File: config.mk
export PLATFORM = sky130hd
export DESIGN_NAME = branch_predictor
export DESIGN_NICKNAME = d
export VERILOG_FILES = /design/src/rtl/branch_predictor.sv
export SDC_FILE = /design/constraint.sdc
export NUM_CORES = 1
export LEC_CHECK = 0
export CORE_ASPECT_RATIO = 1.4
export CORE_MARGIN = 2
export CORE_UTILIZATION = 50
export DETAILED_ROUTE_END_ITERATION = 8
export PLACE_DENSITY = 0.7
export SKIP_LAST_GASP = 1
export SLEW_MARGIN = 20
export SYNTH_ARGS = -nofsm -noshare
export SYNTH_HDL_FRONTEND = slang
export SYNTH_SLANG_ARGS = --single-unit
File: constraint.sdc
create_clock -name clk -period 12.2 [get_ports clk]
set_input_delay 2.44 -clock clk [delete_from_list [all_inputs] [get_ports clk]]
set_output_delay 2.44 -clock clk [all_outputs]
set_load 0.05 [all_outputs]
File: src/rtl/branch_predictor.sv
// Direction predictor for the D stage: static not-taken, bimodal or gshare over a table
// of 2-bit saturating counters, swept to weakly-not-taken after reset before use.
module branch_predictor #(
    parameter int PHT_DEPTH = 256,
    parameter int GHR_W     = 8,
    parameter int MODE      = 1,
    localparam int IDX_W    = $clog2(PHT_DEPTH)
) (
    input  logic             clk,
    input  logic             rst,
    input  logic [31:0]      pcF,
    input  logic             lookup_en,
    input  logic             flushD,
    input  logic             branchD,
    input  logic             resolve_valid,
    input  logic [IDX_W-1:0] resolve_idx,
    input  logic [GHR_W-1:0] resolve_ghr,
    input  logic             resolve_take,
    input  logic             resolve_mispredict,
    output logic             ready,
    output logic             pred_takeD,
    output logic [IDX_W-1:0] pred_idxD,
    output logic [GHR_W-1:0] pred_ghrD
);

    localparam logic [0:0] S_INIT = 1'b0;
    localparam logic [0:0] S_RUN  = 1'b1;

    logic [0:0]       state_q, state_d;
    logic [IDX_W-1:0] sweep_q, sweep_d;
    logic [GHR_W-1:0] ghr_q, ghr_d;
    logic             pred_take_q, pred_take_d;
    logic [IDX_W-1:0] pred_idx_q, pred_idx_d;
    logic [GHR_W-1:0] pred_ghr_q, pred_ghr_d;
    logic [1:0]       pht_q [PHT_DEPTH];

    logic             running;
    logic [IDX_W-1:0] pc_idx, ghr_ext, lkp_idx;
    logic [1:0]       lkp_ctr;
    logic             lkp_take;
    logic             upd_en;
    logic             unused_pc_bits;

    function automatic logic [1:0] sat_update(input logic [1:0] c, input logic take);
        if (take)
            return (c == 2'b11) ? c : c + 2'b01;
        else
            return (c == 2'b00) ? c : c - 2'b01;
    endfunction

    // Oldest history bit falls off the top; the new outcome enters at bit 0.
    function automatic logic [GHR_W-1:0] ghr_shift(input logic [GHR_W-1:0] h, input logic b);
        return (h << 1) | GHR_W'(b);
    endfunction

    assign running        = (state_q == S_RUN);
    assign unused_pc_bits = ^{pcF[31:IDX_W+2], pcF[1:0]};

    always_comb begin
        pc_idx               = pcF[IDX_W+1:2];
        ghr_ext              = '0;
        ghr_ext[GHR_W-1:0]   = ghr_q;
        if (MODE == 2)
            lkp_idx = pc_idx ^ ghr_ext;
        else if (MODE == 1)
            lkp_idx = pc_idx;
        else
            lkp_idx = '0;
    end

    // Combinational read of the registered table gives read-before-write on a same-index update.
    assign lkp_ctr  = pht_q[lkp_idx];
    assign lkp_take = (MODE != 0) && running && lkp_ctr[1];
    assign upd_en   = (MODE != 0) && running && resolve_valid;

    always_comb begin
        state_d     = state_q;
        sweep_d     = sweep_q;
        ghr_d       = ghr_q;
        pred_take_d = pred_take_q;
        pred_idx_d  = pred_idx_q;
        pred_ghr_d  = pred_ghr_q;

        if (state_q == S_INIT) begin
            sweep_d = sweep_q + 1'b1;
            if (sweep_q == IDX_W'(PHT_DEPTH - 1))
                state_d = S_RUN;
        end else begin
            // A misprediction repair overrides any same-cycle speculative shift.
            if (resolve_valid && resolve_mispredict)
                ghr_d = ghr_shift(resolve_ghr, resolve_take);
            else if (branchD && lookup_en)
                ghr_d = ghr_shift(ghr_q, pred_take_q);
        end

        if (flushD) begin
            pred_take_d = 1'b0;
            pred_idx_d  = '0;
            pred_ghr_d  = '0;
        end else if (lookup_en) begin
            pred_take_d = lkp_take;
            pred_idx_d  = lkp_idx;
            pred_ghr_d  = ghr_q;
        end
    end

    always_ff @(posedge clk) begin
        if (rst) begin
            state_q     <= S_INIT;
            sweep_q     <= '0;
            ghr_q       <= '0;
            pred_take_q <= 1'b0;
            pred_idx_q  <= '0;
            pred_ghr_q  <= '0;
        end else begin
            state_q     <= state_d;
            sweep_q     <= sweep_d;
            ghr_q       <= ghr_d;
            pred_take_q <= pred_take_d;
            pred_idx_q  <= pred_idx_d;
            pred_ghr_q  <= pred_ghr_d;
        end
    end

    // Counters carry no reset; the INIT sweep is their only initialisation.
    always_ff @(posedge clk) begin
        if (!rst) begin
            if (state_q == S_INIT)
                pht_q[sweep_q] <= 2'b01;
            else if (upd_en)
                pht_q[resolve_idx] <= sat_update(pht_q[resolve_idx], resolve_take);
        end
    end

    assign ready      = running;
    assign pred_takeD = pred_take_q;
    assign pred_idxD  = pred_idx_q;
    assign pred_ghrD  = pred_ghr_q;

endmodule

==> metrics <==
Setup TNS Final 0 ps; Max Cap Viol 0; crit path DAT 7790 ps; Crit path largest cell delay 930 ps; P per Cell Area 137 nW/um2; cell accounting for the most synthesized area edfxtp_1; clock latency reported for the late side of the worst-skew pair 580 ps; fmax 133 MHz; synth top area cells edfxtp_1, mux4_2, nor2_1; Root Buffer clkbuf_16; clock sink count 546; global route total overflow 0; H-tree Lvls 2; Final Power 3740 uW; Die Area 51,600 um2; worst flop-to-flop path endpoint pht_q[106][0]$_DFFE_PP_; post-CTS setup repair buffer count 0; drt pass-1 iters 5; mux contribution to synthesized area 20.5%; Critical path origin resolve_idx[3]; met3 WL post-DR 5330 um; Die Ht 268 um; HP Class reg -> reg; WHS 493 ps; gr usage total 25.5%; reg2reg start pht_q[172][0]$_DFFE_PP_; Synth Area per Inst 16.0 um2; Post-DP HPWL 40,500 um; Hold-fix buffers, CTS 0; GPL Wtd Cong 0.874; Crit path max-delay family buffers and inverters; Distinct cells, synth 64; clock-pin slew on the worst setup and hold paths 60 ps; Required @ worst endpoint 12,460 ps; status completed; xor/xnor cell area share of the yosys netlist 0.247%; Final min period 7540 ps; slew margin rel. 20.6%; Num CTS Buffers 49; WL met1 22,400 um; Post-Syn Instances 1,550; VDD IR-drop max 92.5 uV; Port Buffers 48; top routing layer in use met4; RSZ-0062 raised after global routing false; Synth top cells by count edfxtp_1, nor2_1, mux4_2; Vias 14,731; DR iter-0 viols 1,484; critical path class in -> reg; Synth Area in Simple Gates 8.04%; DRC 0; type of origin of the critical path primary input; first-pass GRT wire length 94,400 um; Final Max Slew Viols 0; share of cells above drive strength 1 18.8%; dpl cells 2,153; largest net degree at the start of global routing 95; Final Routed Wirelength 64,800 um; post-synth net total 1,607; Synth Area in Compound Gates 3.73%; top-count cell post-synth edfxtp_1; leak pwr 0.00941 uW; CP Max Fanout 85; dominant synthesized flop cell edfxtp_1; initial antenna violation count 0; Reg2Reg Setup Slack 7770 ps; crit path capture type flip-flop; I/O Pins 74; setup violators final 0; CTS tree yes; final hold violations 0; Vias per Instance 6.58; Worst Tran Pin Value 1190 ps; deepest clock path buffer count 3; Yosys top cell area share 61.8%; WP buf/inv 5; CP cell instances clkdlybuf4s50_1, buf_4, clkinv_1, o311ai_0, nand4_1, o32ai_1, o21ai_0, a21oi_4, buf_4, buf_4; vias in the first global route 15,056; wire length per cell 28.9 um; antenna cells 0; CP max stage cell clkinv_1; Post-synth EDFFs 512; non-filler cells, final 2,239; asr flop ratio synth 0%; Worst Setup EP pht_q[105][1]$_DFFE_PP_; Setup Skew 16.0 ps; Synth Warn # 0; post-cts resize count 0; Critical Path Stages 10; most frequent CP cell buf_4; ratio of final minimum period to clock period 61.8%; Post-DRT Antenna Nets 0; die width 192 um; Post-Synth Adder-Cell Area 0.0503%; R2R depth 9; Layout Nets 1,624; register area share after synthesis 64.6%; Initial Util 50.6%; met2 wire len 32,800 um; mapped cell area 24,900 um2; area grow syn2layout 9.67%; # fillers 3,774; Floorplan Core Area 49,100 um2; flops & latches, synth 546; row cnt 96; largest family of logic cells by synthesized area multiplexers
[stage by stage]
step | setup WS, ps | utilization, % | instance area [um2]
CTS | 4770 | 55.5 | 27300
global placement | 4290 | 52.4 | 25700
global route | 4570 | 55.5 | 27300
floorplan | 2740 | - | 24900
detailed placement | 4190 | 52.4 | 25700
finish | 4660 | 55.5 | 27300
[cells by family after synthesis]
logic type,count (synthesis)
DFF,546
and+or+nand+nor,483
muxes,267
AOI/OAI and AO/OA,124
buffers and inverters,122
xor gates and xnor gates,7
adders and majority gates,1
[state kept, by name, summed over array words and instances (netlist names)]
register    flops
ghr_ext         8
pht_q         512
pred_ghrD       8
pred_idxD       8
pred_takeD      1
ready           1
sweep_q         8
[layer usage]
layer | track usage (%) | vias to the layer above
li1 | - | 6170
met1 | 30.3 | 7555
met2 | 43.8 | 780
met3 | 4.18 | 226
met4 | 14.9 | 0
met5 | 0 | -
[tightest hold or removal path, stage by stage, from the launching register on]
cell	delay, ps
dfxtp_1	320
mux2i_1	60
nor2_1	70
[layout by cell type (no fill, tap or decap), types with 6 or more instances in the layout]
cell type / synthesis / final
nand2_1: 88 / 88
clkbuf_16: 0 / 51
nor2b_1: 8 / 8
buf_4: 18 / 37
xor2_1: 6 / 6
nand3_1: 33 / 33
clkdlybuf4s50_1: 0 / 43
nand4_1: 6 / 6
clkbuf_1: 61 / 11
dfxtp_1: 34 / 34
o22ai_1: 9 / 9
edfxtp_1: 512 / 512
o221ai_1: 19 / 19
mux2i_1: 73 / 73
clkinv_2: 0 / 9
a22oi_1: 12 / 11
or3_1: 6 / 6
nand3b_1: 12 / 12
a311oi_1: 8 / 8
mux4_1: 8 / 8
a21oi_1: 15 / 14
mux4_2: 183 / 183
nor2_1: 309 / 309
o21ai_0: 13 / 13
clkinv_1: 3 / 10
[where the power goes]
| group | switching, uW | internal, uW | total [uW] |
|---|---|---|---|
| Combinational | 129 | 77.2 | 206 |
| Sequential | 2.41 | 2020 | 2020 |
| Clock | 664 | 846 | 1510 |
[final cells by class]
type                    instances  area, um2  share of cell area, %
flip-flops and latches        546      16100                   58.9
multi-input cells             882       8110                   29.8
clock buffers                  62       1320                   4.83
well taps                     637        797                   2.92
repair buffers                 83        748                   2.74
clock inverters                24        220                  0.807
inverters                       5       18.8                 0.0688
[worst min-delay path by stage]
stage | start | to | slack (ps) | depth (start not counted)
2_1_floorplan | ghr_ext[7]$_SDFFE_PP0P_ | pred_ghrD[7]$_SDFFE_PP0P_ | 460 | 2
3_5_place_dp | pred_idxD[6]$_SDFFE_PP0P_ | pred_idxD[6]$_SDFFE_PP0P_ | 480 | 2
5_1_grt | pred_ghrD[7]$_SDFFE_PP0P_ | pred_ghrD[7]$_SDFFE_PP0P_ | 520 | 2
3_3_place_gp | pred_idxD[6]$_SDFFE_PP0P_ | pred_idxD[6]$_SDFFE_PP0P_ | 470 | 2
4_1_cts | pred_idxD[6]$_SDFFE_PP0P_ | pred_idxD[6]$_SDFFE_PP0P_ | 500 | 2
6_report | pred_idxD[7]$_SDFFE_PP0P_ | pred_idxD[7]$_SDFFE_PP0P_ | 490 | 2
(Power assumes the default switching activity.)
